`src/rtl/mips_core_pkg.sv`:
```
// mips_core_pkg: shared core types for the branch target buffer path.
//   ADDR_WIDTH       - architectural address width
//   BTB_INDEX_WIDTH  - BTB set index bits (2**BTB_INDEX_WIDTH sets)
//   BTB_TAG_WIDTH    - tag bits above index and word offset
//   BTB_WAYS         - BTB associativity
//   BranchOutcome    - resolved branch direction
//   btb_update_t     - one pending BTB allocation {index, tag, target}
//   btb_ctrl_state_e - update-controller FSM states
package mips_core_pkg;

  localparam int ADDR_WIDTH      = 32;
  localparam int BTB_INDEX_WIDTH = 4;
  localparam int BTB_TAG_WIDTH   = ADDR_WIDTH - BTB_INDEX_WIDTH - 2;
  localparam int BTB_WAYS        = 2;

  typedef enum logic {
    NOT_TAKEN = 1'b0,
    TAKEN     = 1'b1
  } BranchOutcome;

  typedef struct packed {
    logic [BTB_INDEX_WIDTH-1:0] index;
    logic [BTB_TAG_WIDTH-1:0]   tag;
    logic [ADDR_WIDTH-1:0]      target;
  } btb_update_t;

  typedef enum logic {
    S_SWEEP = 1'b0,
    S_RUN   = 1'b1
  } btb_ctrl_state_e;

endpackage

```
`src/rtl/btb_update_if.sv`:
```
// btb_update_if: feedback handshake plus BTB write bus.
//   i_fb_valid/i_fb_pc/i_fb_target/i_fb_outcome/o_fb_ready - resolved branch feedback
//   o_we/o_waddr/o_wtag/o_wtarget/o_wvalid                 - BTB write port
// modport master: feedback source / BTB array side.
// modport slave : the update controller.
interface btb_update_if
  import mips_core_pkg::*;
#(
  parameter int INDEX_WIDTH   = BTB_INDEX_WIDTH,
  parameter int ASSOCIATIVITY = BTB_WAYS
);
  localparam int TAG_WIDTH = ADDR_WIDTH - INDEX_WIDTH - 2;

  logic                     i_fb_valid;
  logic [ADDR_WIDTH-1:0]    i_fb_pc;
  logic [ADDR_WIDTH-1:0]    i_fb_target;
  BranchOutcome             i_fb_outcome;
  logic                     o_fb_ready;

  logic [ASSOCIATIVITY-1:0] o_we;
  logic [INDEX_WIDTH-1:0]   o_waddr;
  logic [TAG_WIDTH-1:0]     o_wtag;
  logic [ADDR_WIDTH-1:0]    o_wtarget;
  logic                     o_wvalid;

  modport master (
    output i_fb_valid, i_fb_pc, i_fb_target, i_fb_outcome,
    input  o_fb_ready, o_we, o_waddr, o_wtag, o_wtarget, o_wvalid
  );

  modport slave (
    input  i_fb_valid, i_fb_pc, i_fb_target, i_fb_outcome,
    output o_fb_ready, o_we, o_waddr, o_wtag, o_wtarget, o_wvalid
  );

endinterface

```
`src/rtl/btb_update_fifo.sv`:
```
// btb_update_fifo: small queue of pending BTB allocations.
//   clk, rst_n  - clock, synchronous active-low reset (empties the queue)
//   clr         - synchronous empty request (flush)
//   push, din   - enqueue when not full
//   pop, dout   - dequeue when not empty; dout shows the head combinationally
//   full, empty - occupancy flags
// The head is read straight from the storage array so that an entry pushed in
// one cycle can be written to the BTB in the very next cycle.
module btb_update_fifo
  import mips_core_pkg::*;
#(
  parameter int DEPTH = 4  // power of two, >= 2
) (
  input  logic        clk,
  input  logic        rst_n,
  input  logic        clr,
  input  logic        push,
  input  btb_update_t din,
  input  logic        pop,
  output btb_update_t dout,
  output logic        full,
  output logic        empty
);
  // One extra pointer bit distinguishes full from empty when addresses match.
  localparam int PTR_W = $clog2(DEPTH) + 1;

  btb_update_t      mem [DEPTH];
  logic [PTR_W-1:0] wr_ptr_q, wr_ptr_d;
  logic [PTR_W-1:0] rd_ptr_q, rd_ptr_d;
  logic             push_ok, pop_ok;

  always_comb begin
    full    = (wr_ptr_q[PTR_W-1] != rd_ptr_q[PTR_W-1]) &&
              (wr_ptr_q[PTR_W-2:0] == rd_ptr_q[PTR_W-2:0]);
    empty   = (wr_ptr_q == rd_ptr_q);
    push_ok = push && !full;
    pop_ok  = pop && !empty;
    dout    = mem[rd_ptr_q[PTR_W-2:0]];

    wr_ptr_d = wr_ptr_q;
    rd_ptr_d = rd_ptr_q;
    if (clr) begin
      wr_ptr_d = '0;
      rd_ptr_d = '0;
    end else begin
      if (push_ok) wr_ptr_d = wr_ptr_q + 1'b1;
      if (pop_ok)  rd_ptr_d = rd_ptr_q + 1'b1;
    end
  end

  always_ff @(posedge clk) begin
    if (!rst_n) begin
      wr_ptr_q <= '0;
      rd_ptr_q <= '0;
    end else begin
      wr_ptr_q <= wr_ptr_d;
      rd_ptr_q <= rd_ptr_d;
    end
  end

  // Storage needs no reset: pointers alone define which entries are live.
  always_ff @(posedge clk) begin
    if (push_ok && !clr) mem[wr_ptr_q[PTR_W-2:0]] <= din;
  end

endmodule

```
`src/rtl/btb_update_controller.sv`:
```
// btb_update_controller: turns resolved-branch feedback into BTB writes.
//   clk, rst_n      - clock, synchronous active-low reset
//   i_flush_req     - one-cycle request to invalidate the whole BTB
//   o_busy          - invalidation sweep in progress
//   o_update_count  - saturating count of allocating writes issued
//   bus (slave)     - feedback handshake and BTB write port
// After reset or a flush every set is invalidated (both ways) one index per
// cycle. Afterwards, taken feedback is queued and each queued entry is written
// into the way selected by a per-set toggle bit, one write per cycle.
module btb_update_controller
  import mips_core_pkg::*;
#(
  parameter int INDEX_WIDTH   = BTB_INDEX_WIDTH,
  parameter int FIFO_DEPTH    = 4,
  parameter int ASSOCIATIVITY = BTB_WAYS  // only 2 is supported
) (
  input  logic         clk,
  input  logic         rst_n,
  input  logic         i_flush_req,
  output logic         o_busy,
  output logic [15:0]  o_update_count,
  btb_update_if.slave  bus
);
  localparam int DEPTH = 1 << INDEX_WIDTH;

  btb_ctrl_state_e        state_q, state_d;
  logic [INDEX_WIDTH-1:0] sweep_cnt_q, sweep_cnt_d;
  logic [DEPTH-1:0]       repl_q, repl_d;
  logic [15:0]            count_q, count_d;

  logic        fifo_full, fifo_empty, fifo_push, fifo_pop;
  btb_update_t fifo_din, fifo_head;

  assign fifo_din = '{index:  bus.i_fb_pc[INDEX_WIDTH+1:2],
                      tag:    bus.i_fb_pc[ADDR_WIDTH-1:INDEX_WIDTH+2],
                      target: bus.i_fb_target};

  btb_update_fifo #(.DEPTH(FIFO_DEPTH)) u_fifo (
    .clk   (clk),
    .rst_n (rst_n),
    .clr   (i_flush_req),
    .push  (fifo_push),
    .din   (fifo_din),
    .pop   (fifo_pop),
    .dout  (fifo_head),
    .full  (fifo_full),
    .empty (fifo_empty)
  );

  // State register
  always_ff @(posedge clk) begin
    if (!rst_n) state_q <= S_SWEEP;
    else        state_q <= state_d;
  end

  // Next-state logic
  always_comb begin
    state_d = state_q;
    case (state_q)
      S_SWEEP: if (!i_flush_req && sweep_cnt_q == INDEX_WIDTH'(DEPTH - 1)) state_d = S_RUN;
      S_RUN:   if (i_flush_req) state_d = S_SWEEP;
      default: state_d = S_SWEEP;
    endcase
  end

  // Output logic
  always_comb begin
    bus.o_fb_ready = (state_q == S_RUN) && !fifo_full && !i_flush_req;
    fifo_push      = bus.i_fb_valid && bus.o_fb_ready && (bus.i_fb_outcome == TAKEN);
    fifo_pop       = (state_q == S_RUN) && !fifo_empty && !i_flush_req;
    o_busy         = (state_q == S_SWEEP);

    bus.o_we      = '0;
    bus.o_waddr   = '0;
    bus.o_wtag    = '0;
    bus.o_wtarget = '0;
    bus.o_wvalid  = 1'b0;
    if (state_q == S_SWEEP) begin
      bus.o_we    = '1;
      bus.o_waddr = sweep_cnt_q;
    end else if (fifo_pop) begin
      bus.o_we[repl_q[fifo_head.index]] = 1'b1;
      bus.o_waddr   = fifo_head.index;
      bus.o_wtag    = fifo_head.tag;
      bus.o_wtarget = fifo_head.target;
      bus.o_wvalid  = 1'b1;
    end
  end

  // Counters. The sweep counter idles at 0 in S_RUN so a flush always
  // restarts from index 0; DEPTH-1 + 1 wraps back to 0 on its own.
  always_comb begin
    sweep_cnt_d = '0;
    if (state_q == S_SWEEP && !i_flush_req) sweep_cnt_d = sweep_cnt_q + 1'b1;
    count_d = count_q;
    if (fifo_pop && count_q != 16'hFFFF) count_d = count_q + 16'd1;
  end

  // Per-set replacement bit: cleared by the sweep, toggled on each allocation.
  genvar gi;
  generate
    for (gi = 0; gi < DEPTH; gi++) begin : g_repl
      assign repl_d[gi] = (state_q == S_SWEEP)
                        ? ((sweep_cnt_q == INDEX_WIDTH'(gi)) ? 1'b0 : repl_q[gi])
                        : ((fifo_pop && fifo_head.index == INDEX_WIDTH'(gi)) ? ~repl_q[gi]
                                                                             : repl_q[gi]);
    end
  endgenerate

  always_ff @(posedge clk) begin
    if (!rst_n) begin
      sweep_cnt_q <= '0;
      repl_q      <= '0;
      count_q     <= '0;
    end else begin
      sweep_cnt_q <= sweep_cnt_d;
      repl_q      <= repl_d;
      count_q     <= count_d;
    end
  end

  assign o_update_count = count_q;

endmodule
```
`src/flat_wrapper.sv`:
```
// flat-port wrapper written by rule: the top's interface ports become plain ports
module btb_update_controller_flat import mips_core_pkg::*;
#(
  parameter int INDEX_WIDTH   = BTB_INDEX_WIDTH,
  parameter int FIFO_DEPTH    = 4,
  parameter int ASSOCIATIVITY = BTB_WAYS                        
)
  (clk, rst_n, i_flush_req, o_busy, o_update_count, bus_i_fb_valid, bus_i_fb_pc, bus_i_fb_target, bus_i_fb_outcome, bus_o_fb_ready, bus_o_we, bus_o_waddr, bus_o_wtag, bus_o_wtarget, bus_o_wvalid);
  btb_update_if #(.INDEX_WIDTH(INDEX_WIDTH), .ASSOCIATIVITY(ASSOCIATIVITY)) bus_i ();
  input  logic clk;
  input  logic rst_n;
  input  logic i_flush_req;
  output logic o_busy;
  output logic [15:0] o_update_count;
  input wire logic [$bits(bus_i.i_fb_valid)-1:0] bus_i_fb_valid;
  input wire logic [$bits(bus_i.i_fb_pc)-1:0] bus_i_fb_pc;
  input wire logic [$bits(bus_i.i_fb_target)-1:0] bus_i_fb_target;
  input wire logic [$bits(bus_i.i_fb_outcome)-1:0] bus_i_fb_outcome;
  output wire logic [$bits(bus_i.o_fb_ready)-1:0] bus_o_fb_ready;
  output wire logic [$bits(bus_i.o_we)-1:0] bus_o_we;
  output wire logic [$bits(bus_i.o_waddr)-1:0] bus_o_waddr;
  output wire logic [$bits(bus_i.o_wtag)-1:0] bus_o_wtag;
  output wire logic [$bits(bus_i.o_wtarget)-1:0] bus_o_wtarget;
  output wire logic [$bits(bus_i.o_wvalid)-1:0] bus_o_wvalid;
  assign bus_i.i_fb_valid = bus_i_fb_valid;
  assign bus_i.i_fb_pc = bus_i_fb_pc;
  assign bus_i.i_fb_target = bus_i_fb_target;
  assign bus_i.i_fb_outcome = bus_i_fb_outcome;
  assign bus_o_fb_ready = bus_i.o_fb_ready;
  assign bus_o_we = bus_i.o_we;
  assign bus_o_waddr = bus_i.o_waddr;
  assign bus_o_wtag = bus_i.o_wtag;
  assign bus_o_wtarget = bus_i.o_wtarget;
  assign bus_o_wvalid = bus_i.o_wvalid;
  btb_update_controller #(.INDEX_WIDTH(INDEX_WIDTH), .FIFO_DEPTH(FIFO_DEPTH), .ASSOCIATIVITY(ASSOCIATIVITY)) u_core (.clk(clk), .rst_n(rst_n), .i_flush_req(i_flush_req), .o_busy(o_busy), .o_update_count(o_update_count), .bus(bus_i));
endmodule
```
`config.mk`:
```
export PLATFORM = sky130hd
export DESIGN_NAME = btb_update_controller_flat
export DESIGN_NICKNAME = d
export VERILOG_FILES = /design/src/rtl/mips_core_pkg.sv /design/src/rtl/btb_update_if.sv /design/src/rtl/btb_update_fifo.sv /design/src/rtl/btb_update_controller.sv /design/src/flat_wrapper.sv
export SDC_FILE = /design/constraint.sdc
export NUM_CORES = 1
export LEC_CHECK = 0
export CORE_MARGIN = 1
export CORE_UTILIZATION = 50
export DETAILED_ROUTE_END_ITERATION = 7
export GPL_TIMING_DRIVEN = 0
export HOLD_SLACK_MARGIN = 0.06
export PLACE_DENSITY = 0.73
export SYNTH_ARGS = -nofsm -noshare
export SYNTH_HDL_FRONTEND = slang
export SYNTH_SLANG_ARGS = --single-unit
```
`constraint.sdc`:
```
create_clock -name clk -period 3.9 [get_ports clk]
set_input_delay 0.39 -clock clk [delete_from_list [all_inputs] [get_ports clk]]
set_output_delay 0.39 -clock clk [all_outputs]
set_load 0.02 [all_outputs]
```
==> flow_metrics.env <==
export IMPL_status="finished clean"
export IMPL_rows=55
export IMPL_yosysMostFrequentCell="edfxtp_1"
export IMPL_place_area_mm2=0.0138
export IMPL_synthToLayoutAreaGrowth_pct=25.1
export IMPL_drt_total_wl_mm=24.1
export IMPL_r2r_cells=4
export IMPL_setup_viol=0
export IMPL_synth_simple_area_share=0.0817
export IMPL_dpl_worst_slack_ps=98.8
export IMPL_rsz0062_at_grt="false"
export IMPL_worstSetupEndpoint="bus_o_we[0]"
export IMPL_ir_worst_vdd_uv=411
export IMPL_grt_use_total=0.205
export IMPL_end_kind="output pin"
export IMPL_grtUsageMet3=0.0496
export IMPL_postRouteAntennaNets=0
export IMPL_clock_skew_ps=16.7
export IMPL_post_route_min_period_ps=3640
export IMPL_via_per_inst=5.53
export IMPL_async_flop_share=0
export IMPL_cts_resized=1
export IMPL_fin_nets=945
export IMPL_syn_num_nets=762
export IMPL_start_kind="flop"
export IMPL_cts_buffer_depth=3
export IMPL_relSlewSlack=0.169
export IMPL_ys_types=52
export IMPL_grt_pass1_wl_mm=38.0
export IMPL_ys_seq_elements=293
export IMPL_synthTopCellsByArea="edfxtp_1 63%, mux4_2 12%, dfxtp_1 7.6%, and2_1 3.3%, mux2i_1 1.6%"
export IMPL_die_width_um=156
export IMPL_required_ps=3510
export IMPL_route_detailed_drc=0
export IMPL_avgRoutedWirePerCell_um=20.1
export IMPL_grt_met2_usage=0.349
export IMPL_drive_above_1_share=0.132
export IMPL_worstMarginPinSlew_ps=1230
export IMPL_ys_seq_area_frac=0.709
export IMPL_clkTransAtPathRegs_ps=60
export IMPL_antenna_found_initial=1
export IMPL_fp_dieH_um=156
export IMPL_synth_flop_cell="edfxtp_1"
export IMPL_io_pins=152
export IMPL_criticalPathCategory="flop to output pin"
export IMPL_vias=6625
export IMPL_critPathLaunch="u_core.u_fifo.wr_ptr_q[0]$_SDFFE_PP0P_"
export IMPL_syn_area_mm2=0.0118
export IMPL_p_leak_nw=4.67
export IMPL_grt_pass1_vias=7126
export IMPL_reg2reg_slack_ps=1160
export IMPL_drv_slew=0
export IMPL_num_fill_cells=1641
export IMPL_synthMuxAreaShare=0.136
export IMPL_diodes=0
export IMPL_cts_sink_count=293
export IMPL_yosysWarnings=0
export IMPL_crit_fanout=10
export IMPL_yosysTopAreaCellShare=0.632
export IMPL_grtUsageMet1=0.264
export IMPL_gr_total_overflow=0
export IMPL_cts_made_buffers=30
export IMPL_synth_top_area_cell="edfxtp_1"
export IMPL_setup_ws_ps=264
export IMPL_synth_edff_count=248
export IMPL_die_area_mm2=0.0242
export IMPL_cts_tree="done"
export IMPL_period_share=0.932
export IMPL_synth_compound_area_frac=0.0327
export IMPL_start_util=0.516
export IMPL_insertion_delay_ps=550
export IMPL_layout_cells_non_filler=1199
export IMPL_grt_max_degree=41
export IMPL_synth_top_family_by_area="multiplexers"
export IMPL_yosys_area_share_adder=0.0106
export IMPL_port_buffers=148
export IMPL_r2r_start="u_core.u_fifo.wr_ptr_q[0]$_SDFFE_PP0P_"
export IMPL_power_density_mw_per_mm2=429
export IMPL_grt_most_used_layer="met2"
export IMPL_coreArea_mm2=0.0228
export IMPL_cap_violations=0
export IMPL_dpl_cell_count=1148
export IMPL_ctsHtreeMaxLevel=1
export IMPL_dp_hpwl_mm=15.5
export IMPL_first_pass_iters=5
export IMPL_synth_xor_area_share=0.0141
export IMPL_worst_hold_slack_ps=259
export IMPL_hold_buffers=0
export IMPL_syn_inst=683
export IMPL_gp_congestion=0.876
export IMPL_timing_fmax_mhz=275
export IMPL_cts_root_buf="clkbuf_16"
export IMPL_r2r_end="u_core.u_fifo.mem[2][9]$_DFFE_PP_"
export IMPL_synth_common_cells="248 x edfxtp_1, 63 x and2_1, 62 x mux4_2"
export IMPL_worstHoldPathType="input port to flop"
export IMPL_drt_initial_drc_count=341
export IMPL_stdcell_area_mm2=0.0147
export IMPL_finalHoldViolations=0
export IMPL_syn_avg_cell_area_um2=17.2
export IMPL_arrival_ps=3250
export IMPL_postCtsSetupRepairBufs=0
[final cells by class]
class | instances | area (um2) | area share
Inverter | 12 | 45.0 | 0.00306
Buffer | 33 | 148 | 0.0100
Clock buffer | 41 | 813 | 0.0552
Timing Repair Buffer | 152 | 1580 | 0.108
Sequential cell | 293 | 8350 | 0.567
Clock inverter | 11 | 151 | 0.0103
Tap cell | 313 | 392 | 0.0266
Multi-Input combinational cell | 344 | 3250 | 0.221
[placed cells by master (no fill, tap or decap), types with 2 or more instances in the layout]
cell type          n
and2_4             4
clkinv_1           7
nor2_1            23
dfxtp_1           45
buf_6              2
nand3_1           12
a31oi_1            3
and4_1             2
mux2i_1           19
xor2_1             7
ha_1              10
buf_1              3
edfxtp_1         248
nor3_1             9
a211oi_1           3
inv_1             10
clkbuf_16         31
buf_16             3
bufinv_16          4
xnor2_1           12
o311ai_1           4
and3_1             2
mux4_2            62
o211ai_1           9
clkdlybuf4s50_1  148
nand2_1           28
o21ai_1            2
nand4_1            5
nand2b_1           6
o31ai_1            2
buf_2              7
and2_1            59
clkbuf_1          31
a21oi_1           20
or3_1             17
nor4_1             3
[metrics by stage]
stage	util	setup TNS, ps	power [W]
after floorplan	-	0	0.00348
after global placement	0.598	-211590	0.00356
after detailed placement	0.603	0	0.00357
after CTS	0.645	0	0.00638
after global routing	0.645	0	0.00650
final	0.645	0	0.00632
[sequential cells by signal, summed over array words and instances, names as in the netlist, named ones only]
name                    flops
u_core.u_fifo.wr_ptr_q      3
u_core.u_fifo.mem         248
u_core.sweep_cnt_q          4
u_core.o_update_count      16
u_core.u_fifo.rd_ptr_q      3
u_core.state_q              1
u_core.repl_q              16
[metal layers]
metal | share of wire | vias to the layer above
li1 | - | 3044
met1 | 0.42 | 3346
met2 | 0.50 | 184
met3 | 0.065 | 49
met4 | 0.018 | 2
met5 | 0.00054 | -
[power by group]
part	switching, W	internal, W	leakage, nW
Sequential	0.00000143	0.00339	2.59
Clock	0.00111	0.00171	0.464
Combinational	0.0000492	0.0000644	1.62
[worst max-delay path, cell delays in order (launching register included)]
cell,delay (ps)
dfxtp_1,490
xor2_1,150
o31ai_2,550
clkbuf_1,510
nor2_1,100
a221o_1,350
clkdlybuf4s50_1,540
[worst min-delay path by stage]
stage,startpoint,to,slack (ps),cells past startpoint
2_1_floorplan,u_core.repl_q[3]$_SDFFE_PN0P_,u_core.repl_q[3]$_SDFFE_PN0P_,460,2
5_1_grt,rst_n,u_core.o_update_count[12]$_SDFFE_PN0P_,270,2
4_1_cts,rst_n,u_core.o_update_count[12]$_SDFFE_PN0P_,240,2
6_report,rst_n,u_core.o_update_count[12]$_SDFFE_PN0P_,260,2
3_5_place_dp,u_core.repl_q[8]$_SDFFE_PN0P_,u_core.repl_q[8]$_SDFFE_PN0P_,490,2
3_3_place_gp,u_core.o_update_count[9]$_SDFFE_PN0P_,u_core.o_update_count[9]$_SDFFE_PN0P_,460,2
[cell families after synthesis]
| group | after synthesis |
|---|---|
| AOI/OAI and AO/OA | 57 |
| muxes | 82 |
| buffers and inverters | 46 |
| xor gates and xnor gates | 19 |
| and+or+nand+nor | 176 |
| adders and majority gates | 10 |
| DFF | 293 |
(Power assumes the default switching activity.)
